--- src/rtl/ramp_calibrator_if.sv ---
// rtl/ramp_calibrator_if.sv - control, receiver and DAC-side signals of the ramp calibrator
interface ramp_calibrator_if #(
  parameter int VW = 8,
  parameter int CW = 2
);
  logic          start;
  logic          abort;
  logic [1:0]    mode;
  logic [VW-1:0] start_voltage;
  logic          noise_valid;
  logic [VW-1:0] voltage;
  logic          spi_start;
  logic          varu;
  logic          done;
  logic          fail;
  logic [CW-1:0] win_count;
  logic [3:0]    state_dbg;

  modport master (
    output start, abort, mode, start_voltage, noise_valid,
    input  voltage, spi_start, varu, done, fail, win_count, state_dbg
  );

  modport slave (
    input  start, abort, mode, start_voltage, noise_valid,
    output voltage, spi_start, varu, done, fail, win_count, state_dbg
  );
endinterface

--- src/rtl/ramp_calibrator.sv ---
// rtl/ramp_calibrator.sv - bias-voltage ramp search for the noise threshold with back-off and hold
module ramp_calibrator #(
  parameter int VW       = 8,
  parameter int TW       = 16,
  parameter int INIT_T   = 4,
  parameter int SEND_T   = 4,
  parameter int INC_T    = 2,
  parameter int PAUSE_T  = 2,
  parameter int LISTEN_T = 8,
  parameter int NUM_WIN  = 3,
  parameter int STEP     = 1,
  parameter int BACKOFF  = 2
) (
  input logic             clk,
  input logic             reset,
  ramp_calibrator_if.slave bus
);
  localparam int CW = $clog2(NUM_WIN + 1);
  localparam logic [CW-1:0] NW = CW'(NUM_WIN);

  typedef enum logic [3:0] {
    S_IDLE     = 4'd0,
    S_INIT     = 4'd1,
    S_TRANSMIT = 4'd2,
    S_STEP     = 4'd3,
    S_PAUSE    = 4'd4,
    S_LISTEN   = 4'd5,
    S_BACKOFF  = 4'd6,
    S_HOLD     = 4'd7,
    S_FAIL     = 4'd8
  } state_t;

  state_t        state, state_nx;
  logic [TW-1:0] tmr;
  logic [VW-1:0] volt, volt_nx;
  logic [CW-1:0] wc, wc_nx;
  logic          mode_dn, have_prev, prev_noisy, nflag;
  logic          spi_start, varu, done, fail;
  logic          noisy, qualify, do_step, step_ovf, last;
  logic [VW:0]   step_sum, step_diff, bo_sum, bo_diff;

  function automatic logic [TW-1:0] dur(input state_t s);
    case (s)
      S_INIT:     dur = TW'(INIT_T - 1);
      S_TRANSMIT: dur = TW'(SEND_T - 1);
      S_STEP:     dur = TW'(INC_T - 1);
      S_PAUSE:    dur = TW'(PAUSE_T - 1);
      S_LISTEN:   dur = TW'(LISTEN_T - 1);
      default:    dur = '0;
    endcase
  endfunction

  always_comb begin
    state_nx  = state;
    volt_nx   = volt;
    wc_nx     = wc;
    last      = (tmr == dur(state));
    noisy     = nflag | bus.noise_valid;
    qualify   = mode_dn ? !noisy : noisy;
    step_sum  = {1'b0, volt} + (VW+1)'(STEP);
    step_diff = {1'b0, volt} - (VW+1)'(STEP);
    bo_sum    = {1'b0, volt} + (VW+1)'(BACKOFF);
    bo_diff   = {1'b0, volt} - (VW+1)'(BACKOFF);
    // STEP reacts to the previous window; the first window after INIT has none
    do_step   = have_prev && (mode_dn ? prev_noisy : !prev_noisy);
    step_ovf  = do_step && (mode_dn ? step_diff[VW] : step_sum[VW]);
    case (state)
      S_IDLE, S_HOLD, S_FAIL: begin
        if (bus.start) begin
          state_nx = S_INIT;
          volt_nx  = bus.start_voltage;
          wc_nx    = '0;
        end
      end
      S_INIT:     if (last) state_nx = S_TRANSMIT;
      S_TRANSMIT: if (last) state_nx = S_STEP;
      S_STEP: begin
        if (last) begin
          if (step_ovf) begin
            state_nx = S_FAIL;
          end else begin
            state_nx = S_PAUSE;
            if (do_step) volt_nx = mode_dn ? step_diff[VW-1:0] : step_sum[VW-1:0];
          end
        end
      end
      S_PAUSE:    if (last) state_nx = S_LISTEN;
      S_LISTEN: begin
        if (last) begin
          if (qualify) wc_nx = (wc == NW) ? wc : wc + 1'b1;
          else         wc_nx = '0;
          state_nx = (wc_nx == NW) ? S_BACKOFF : S_TRANSMIT;
        end
      end
      S_BACKOFF: begin
        state_nx = S_HOLD;
        if (mode_dn) volt_nx = bo_sum[VW] ? '1 : bo_sum[VW-1:0];
        else         volt_nx = bo_diff[VW] ? '0 : bo_diff[VW-1:0];
      end
      default:    state_nx = S_IDLE;
    endcase
    if (bus.abort) begin
      state_nx = S_IDLE;
      volt_nx  = '0;
      wc_nx    = '0;
    end
  end

  always_ff @(posedge clk) begin
    if (reset) begin
      state      <= S_IDLE;
      tmr        <= '0;
      volt       <= '0;
      wc         <= '0;
      mode_dn    <= 1'b0;
      have_prev  <= 1'b0;
      prev_noisy <= 1'b0;
      nflag      <= 1'b0;
      spi_start  <= 1'b0;
      varu       <= 1'b1;
      done       <= 1'b0;
      fail       <= 1'b0;
    end else begin
      state <= state_nx;
      volt  <= volt_nx;
      wc    <= wc_nx;
      tmr   <= (state_nx != state) ? '0 : tmr + 1'b1;
      if (state == S_LISTEN) begin
        if (last) begin
          nflag      <= 1'b0;
          prev_noisy <= noisy;
          have_prev  <= 1'b1;
        end else begin
          nflag <= noisy;
        end
      end
      // INIT is only ever entered from an accepted start
      if (state_nx == S_INIT && state != S_INIT) begin
        mode_dn   <= (bus.mode == 2'b01);
        have_prev <= 1'b0;
        nflag     <= 1'b0;
      end
      spi_start <= (state_nx == S_TRANSMIT);
      varu      <= (state_nx == S_HOLD);
      done      <= (state_nx == S_HOLD);
      fail      <= (state_nx == S_FAIL);
    end
  end

  assign bus.voltage   = volt;
  assign bus.spi_start = spi_start;
  assign bus.varu      = varu;
  assign bus.done      = done;
  assign bus.fail      = fail;
  assign bus.win_count = wc;
  assign bus.state_dbg = state;
endmodule

--- src/flat_wrapper.sv ---
// flat-port wrapper written by rule: the top's interface ports become plain ports
module ramp_calibrator_flat 
#(
  parameter int VW       = 8,
  parameter int TW       = 16,
  parameter int INIT_T   = 4,
  parameter int SEND_T   = 4,
  parameter int INC_T    = 2,
  parameter int PAUSE_T  = 2,
  parameter int LISTEN_T = 8,
  parameter int NUM_WIN  = 3,
  parameter int STEP     = 1,
  parameter int BACKOFF  = 2
)
  (clk, reset, bus_start, bus_abort, bus_mode, bus_start_voltage, bus_noise_valid, bus_voltage, bus_spi_start, bus_varu, bus_done, bus_fail, bus_win_count, bus_state_dbg);
  ramp_calibrator_if #(.VW(VW), .CW((2))) bus_i ();
  input logic clk;
  input logic reset;
  input wire logic [$bits(bus_i.start)-1:0] bus_start;
  input wire logic [$bits(bus_i.abort)-1:0] bus_abort;
  input wire logic [$bits(bus_i.mode)-1:0] bus_mode;
  input wire logic [$bits(bus_i.start_voltage)-1:0] bus_start_voltage;
  input wire logic [$bits(bus_i.noise_valid)-1:0] bus_noise_valid;
  output wire logic [$bits(bus_i.voltage)-1:0] bus_voltage;
  output wire logic [$bits(bus_i.spi_start)-1:0] bus_spi_start;
  output wire logic [$bits(bus_i.varu)-1:0] bus_varu;
  output wire logic [$bits(bus_i.done)-1:0] bus_done;
  output wire logic [$bits(bus_i.fail)-1:0] bus_fail;
  output wire logic [$bits(bus_i.win_count)-1:0] bus_win_count;
  output wire logic [$bits(bus_i.state_dbg)-1:0] bus_state_dbg;
  assign bus_i.start = bus_start;
  assign bus_i.abort = bus_abort;
  assign bus_i.mode = bus_mode;
  assign bus_i.start_voltage = bus_start_voltage;
  assign bus_i.noise_valid = bus_noise_valid;
  assign bus_voltage = bus_i.voltage;
  assign bus_spi_start = bus_i.spi_start;
  assign bus_varu = bus_i.varu;
  assign bus_done = bus_i.done;
  assign bus_fail = bus_i.fail;
  assign bus_win_count = bus_i.win_count;
  assign bus_state_dbg = bus_i.state_dbg;
  ramp_calibrator #(.VW(VW), .TW(TW), .INIT_T(INIT_T), .SEND_T(SEND_T), .INC_T(INC_T), .PAUSE_T(PAUSE_T), .LISTEN_T(LISTEN_T), .NUM_WIN(NUM_WIN), .STEP(STEP), .BACKOFF(BACKOFF)) u_core (.clk(clk), .reset(reset), .bus(bus_i));
endmodule
--- config.mk ---
export PLATFORM = sky130hd
export DESIGN_NAME = ramp_calibrator_flat
export DESIGN_NICKNAME = d
export VERILOG_FILES = /design/src/rtl/ramp_calibrator_if.sv /design/src/rtl/ramp_calibrator.sv /design/src/flat_wrapper.sv
export SDC_FILE = /design/constraint.sdc
export NUM_CORES = 1
export LEC_CHECK = 0
export BUFFER_PORTS_ARGS = -buffer_cell sky130_fd_sc_hd__buf_2
export CAP_MARGIN = 20
export CORE_MARGIN = 2
export CORE_UTILIZATION = 30
export CTS_CLUSTER_DIAMETER = 30
export DETAILED_ROUTE_END_ITERATION = 8
export GPL_TIMING_DRIVEN = 0
export HOLD_SLACK_MARGIN = 0.03
export PLACE_DENSITY = 0.56
export SLEW_MARGIN = 20
export SYNTH_ARGS = -nofsm -noshare
export SYNTH_HDL_FRONTEND = slang
export SYNTH_SLANG_ARGS = --single-unit
--- constraint.sdc ---
create_clock -name clk -period 3.4 [get_ports clk]
set_input_delay 0.34 -clock clk [delete_from_list [all_inputs] [get_ports clk]]
set_output_delay 0.34 -clock clk [all_outputs]
set_load 0.01 [all_outputs]
==> summary.md <==
| Metric | Value |
|---|---|
| Status | complete, no violations |
| Final Non-Filler Cells | ~500 |
| Storage element area | ~760 sq um |
| Unrepaired setup endpoints after global routing | no |
| Root Driver | clkbuf_8 |
| Max cap viols | 0 |
| Top cell type's share of synthesized area | 27.81% |
| H-tree depth | 2 |
| Setup crit end kind | flip-flop |
| Initial Util | 31.21% |
| Synth Register Bits | 38 |
| I/O pin count | 33 |
| Core area | between 0.008 and 0.009 sq mm |
| Initial antenna violation count | 0 |
| GP Congestion | 0.8881 |
| Cell variety after synth | 63 |
| Crit path required time | approximately 3.6 ns |
| Most Crowded Layer GR | met2 |
| CP Launch Type | flip-flop |
| Cell area after synthesis | 0.002735 sq mm |
| Top FF cell, synth | dfxtp_1 |
| Final cycle utilization of the critical path | between 90% and 100% |
| Hold crit path type | input pin to flip-flop |
| Worst Path Arrival | 3.47 ns |
| CTS buffer count | 5 |
| Top post-synthesis cells by count | nor2_1, dfxtp_1, a21oi_1 |
| Worst-Margin Slew | between 0.7 and 0.8 ns |
| Slew Viols, Final | 0 |
| Syn-to-layout area delta | 16.51% |
| Wirelength per Cell | 14.16 microns |
| Synth warnings | 0 |
| Crit Path Max Fanout | 10 |
| Die X | a little under 100 microns |
| Period minus WS final | approximately 3.2 ns |
| Leak pwr | 0.001148 uW |
| Clock Skew | approximately 0.0066 ns |
| Syn Inst Count | 355 |
| TritonCTS Sinks | 38 |
| Pwr/cell area | 353.1 mW/mm^2 |
| Slowest cell on the critical path | nor4b_1 |
| Fraction of layout instances using a drive strength above 1 | between 10% and 20% |
| Ant diodes | 0 |
| Synth Area per Inst | ~7.7 sq um |
| DRT iter0 DRCs | approximately 210 |
| Via density | approximately 5.3 |
| EDFF count, synth | 0 |
| Setup_tns | 0 ns |
| Async SR Flop Fraction | 0% |
| Final Core Density | roughly 36% |
| CTS Buffer Depth | 2 |
| Largest cells by area after synthesis | dfxtp_1, nor2_1, xnor2_1 |
| Final Hold Fails | 0 |
| Chip height | 99.49 microns |
| Worst stage delay on the critical path | between 0.6 and 0.7 ns |
| Vias post-DR | around 2700 |
| Count leader, synth | nor2_1 |
| Critical setup path kind | flip-flop to flip-flop |
| Worst Path Buf+Inv | 1 |
| Sequential area share after synthesis | 27.81% |
| Area of the multi-input gates | approximately 0.0018 sq mm |
| Cell family with most CP delay | compound AO/OA/AOI/OAI gates |
| Post-synth top area cell | dfxtp_1 |
| Vias in the first global route | ~2500 |
| M3 GR Usage | between 1.5 and 2% |
| Drc violations | 0 |
| Final setup viols | 0 |
| Fmax | 308.3 MHz |
| HPWL after DPL | just over 5000 microns |
| Die Area | approximately 0.01 sq mm |
| Postcts setup bufs | 0 |
| Placed Area | about 0.003 sq mm |
| # fillers | roughly 950 |
| Placed Cells | 494 |
| Number of port buffers | 31 |
| Largest net degree at the start of global routing | 14 |
| Net count, final | around 410 |
| Clock transition at path regs | around 0.08 ns |
| Post-Route WL | a little over 7000 microns |
| Final Cell Area | ~0.0032 sq mm |
| CTS tree | done |
| First-pass GRT wire length | approximately 12000 microns |
| Worst-path cell chain | clkbuf_1 -> nor4b_1 -> o21ai_0 -> a41oi_2 -> o211ai_1 -> o21a_1 -> nor2b_1 -> nor4b_1 -> mux2i_1 |
| Antenna-violating nets left | 0 |
| Hold WS | roughly 0.31 ns |
| Total track usage | between 10% and 20% |
| Clk_lat worst skew | slightly below 0.3 ns |
| Worst rel slew slack | about 48% |
| GRT overflow | 0 |
| DRT Pass-1 Iters | 4 |
| M2 GR Usage | between 20% and 30% |
| Rows | 34 |
| Syn Nets | 376 |
| CP dominant cell by count | nor4b_1 |
| Peak VDD IR | 0.1747 mV |
| Grt met1 use | 19.78% |
## logic make-up (layout without fill, tap and decap cells)
group	after synthesis	in the layout	share of synthesized area (%)
adders and majority gates	6	6	2.745
AOI/OAI and AO/OA	81	81	19.76
buffers and inverters	40	79	6.679
muxes	8	8	3.019
and+or+nand+nor	152	152	30.38
xor gates and xnor gates	30	30	9.607
DFF	38	38	27.81
## cell usage in the layout (no fill, tap or decap), types with 7 or more instances in the layout
cell and instances:
nor3_1 11, xor2_1 12, inv_1 15, a21oi_1 26, nand3_1 14, nand2_1 21, buf_2 32, dfxtp_1 38
o21ai_0 18, clkbuf_1 19, nor2_4 7, xnor2_1 18, nor2_1 43
## layout make-up
| type | count | area share (%) |
|---|---|---|
| Multi-Input combinational cell | 277 | 56.97 |
| Sequential cell | 38 | 23.87 |
| Timing Repair Buffer | 31 | 4.868 |
| Tap cell | 108 | 4.240 |
| Buffer | 25 | 3.965 |
| Clock buffer | 5 | 2.159 |
| Clock inverter | 3 | 2.159 |
| Inverter | 15 | 1.767 |
## path summary, 6_finish.rpt
path | start | to | slack [ns] | cells after the start
worst max-delay path | u_core.bus.state_dbg[0]$_SDFF_PP0_ | u_core.mode_dn$_SDFFE_PP0P_ | 0.16 | 9
worst min-delay path | bus_mode[1] | u_core.mode_dn$_SDFFE_PP0P_ | 0.31 | 3
worst max register to register | u_core.bus.state_dbg[0]$_SDFF_PP0_ | u_core.mode_dn$_SDFFE_PP0P_ | 0.16 | 9
worst min register to register | u_core.have_prev$_SDFFE_PP0P_ | u_core.have_prev$_SDFFE_PP0P_ | 0.50 | 2
## report_power, final
group          switching (uW)  internal, uW
clock network             177           294
logic                     115          77.9
registers                8.71           453
## flip-flops by register name, indices dropped and copies added (netlist names)
| register | count |
|---|---|
| u_core.tmr | 16 |
| u_core.bus.voltage | 8 |
| u_core.bus.state_dbg | 4 |
| u_core.bus.win_count | 2 |
| u_core.bus.done | 1 |
| u_core.bus.fail | 1 |
| u_core.bus.spi_start | 1 |
| u_core.bus.varu | 1 |
| u_core.have_prev | 1 |
| u_core.mode_dn | 1 |
| u_core.nflag | 1 |
| u_core.prev_noisy | 1 |
## layer usage
metal | vias to the layer above | part of all wire (%)
li1 | 1341 | -
met1 | 1258 | 46
met2 | 67 | 47
met3 | 12 | 4.7
met4 | 0 | 1.7
met5 | - | 0
## worst min-delay path, delay by kind of cell
| family | cells | cell delay [ns] |
|---|---|---|
| and+or+nand+nor | 1 | 0.09 |
| buffers and inverters | 1 | 0.07 |
| muxes | 1 | 0.05 |
## timing repair
item                                    4_1_cts  5_1_grt
endpoints found under the setup margin       10       10
hold buffers                                  0        0
resized for setup                             1        2
pin swaps                                     0        0
gates cloned                                  0        0
## per-stage QoR
step	power, uW	setup slack (ns)
3_3_place_gp	659.0	0.03288
3_5_place_dp	660.7	-0.03501
2_1_floorplan	613.2	0.6200
4_1_cts	1137	0.1489
5_1_grt	1176	0.04396
6_report	1125	0.1560
Note: power is estimated with default switching activity, not from simulation.
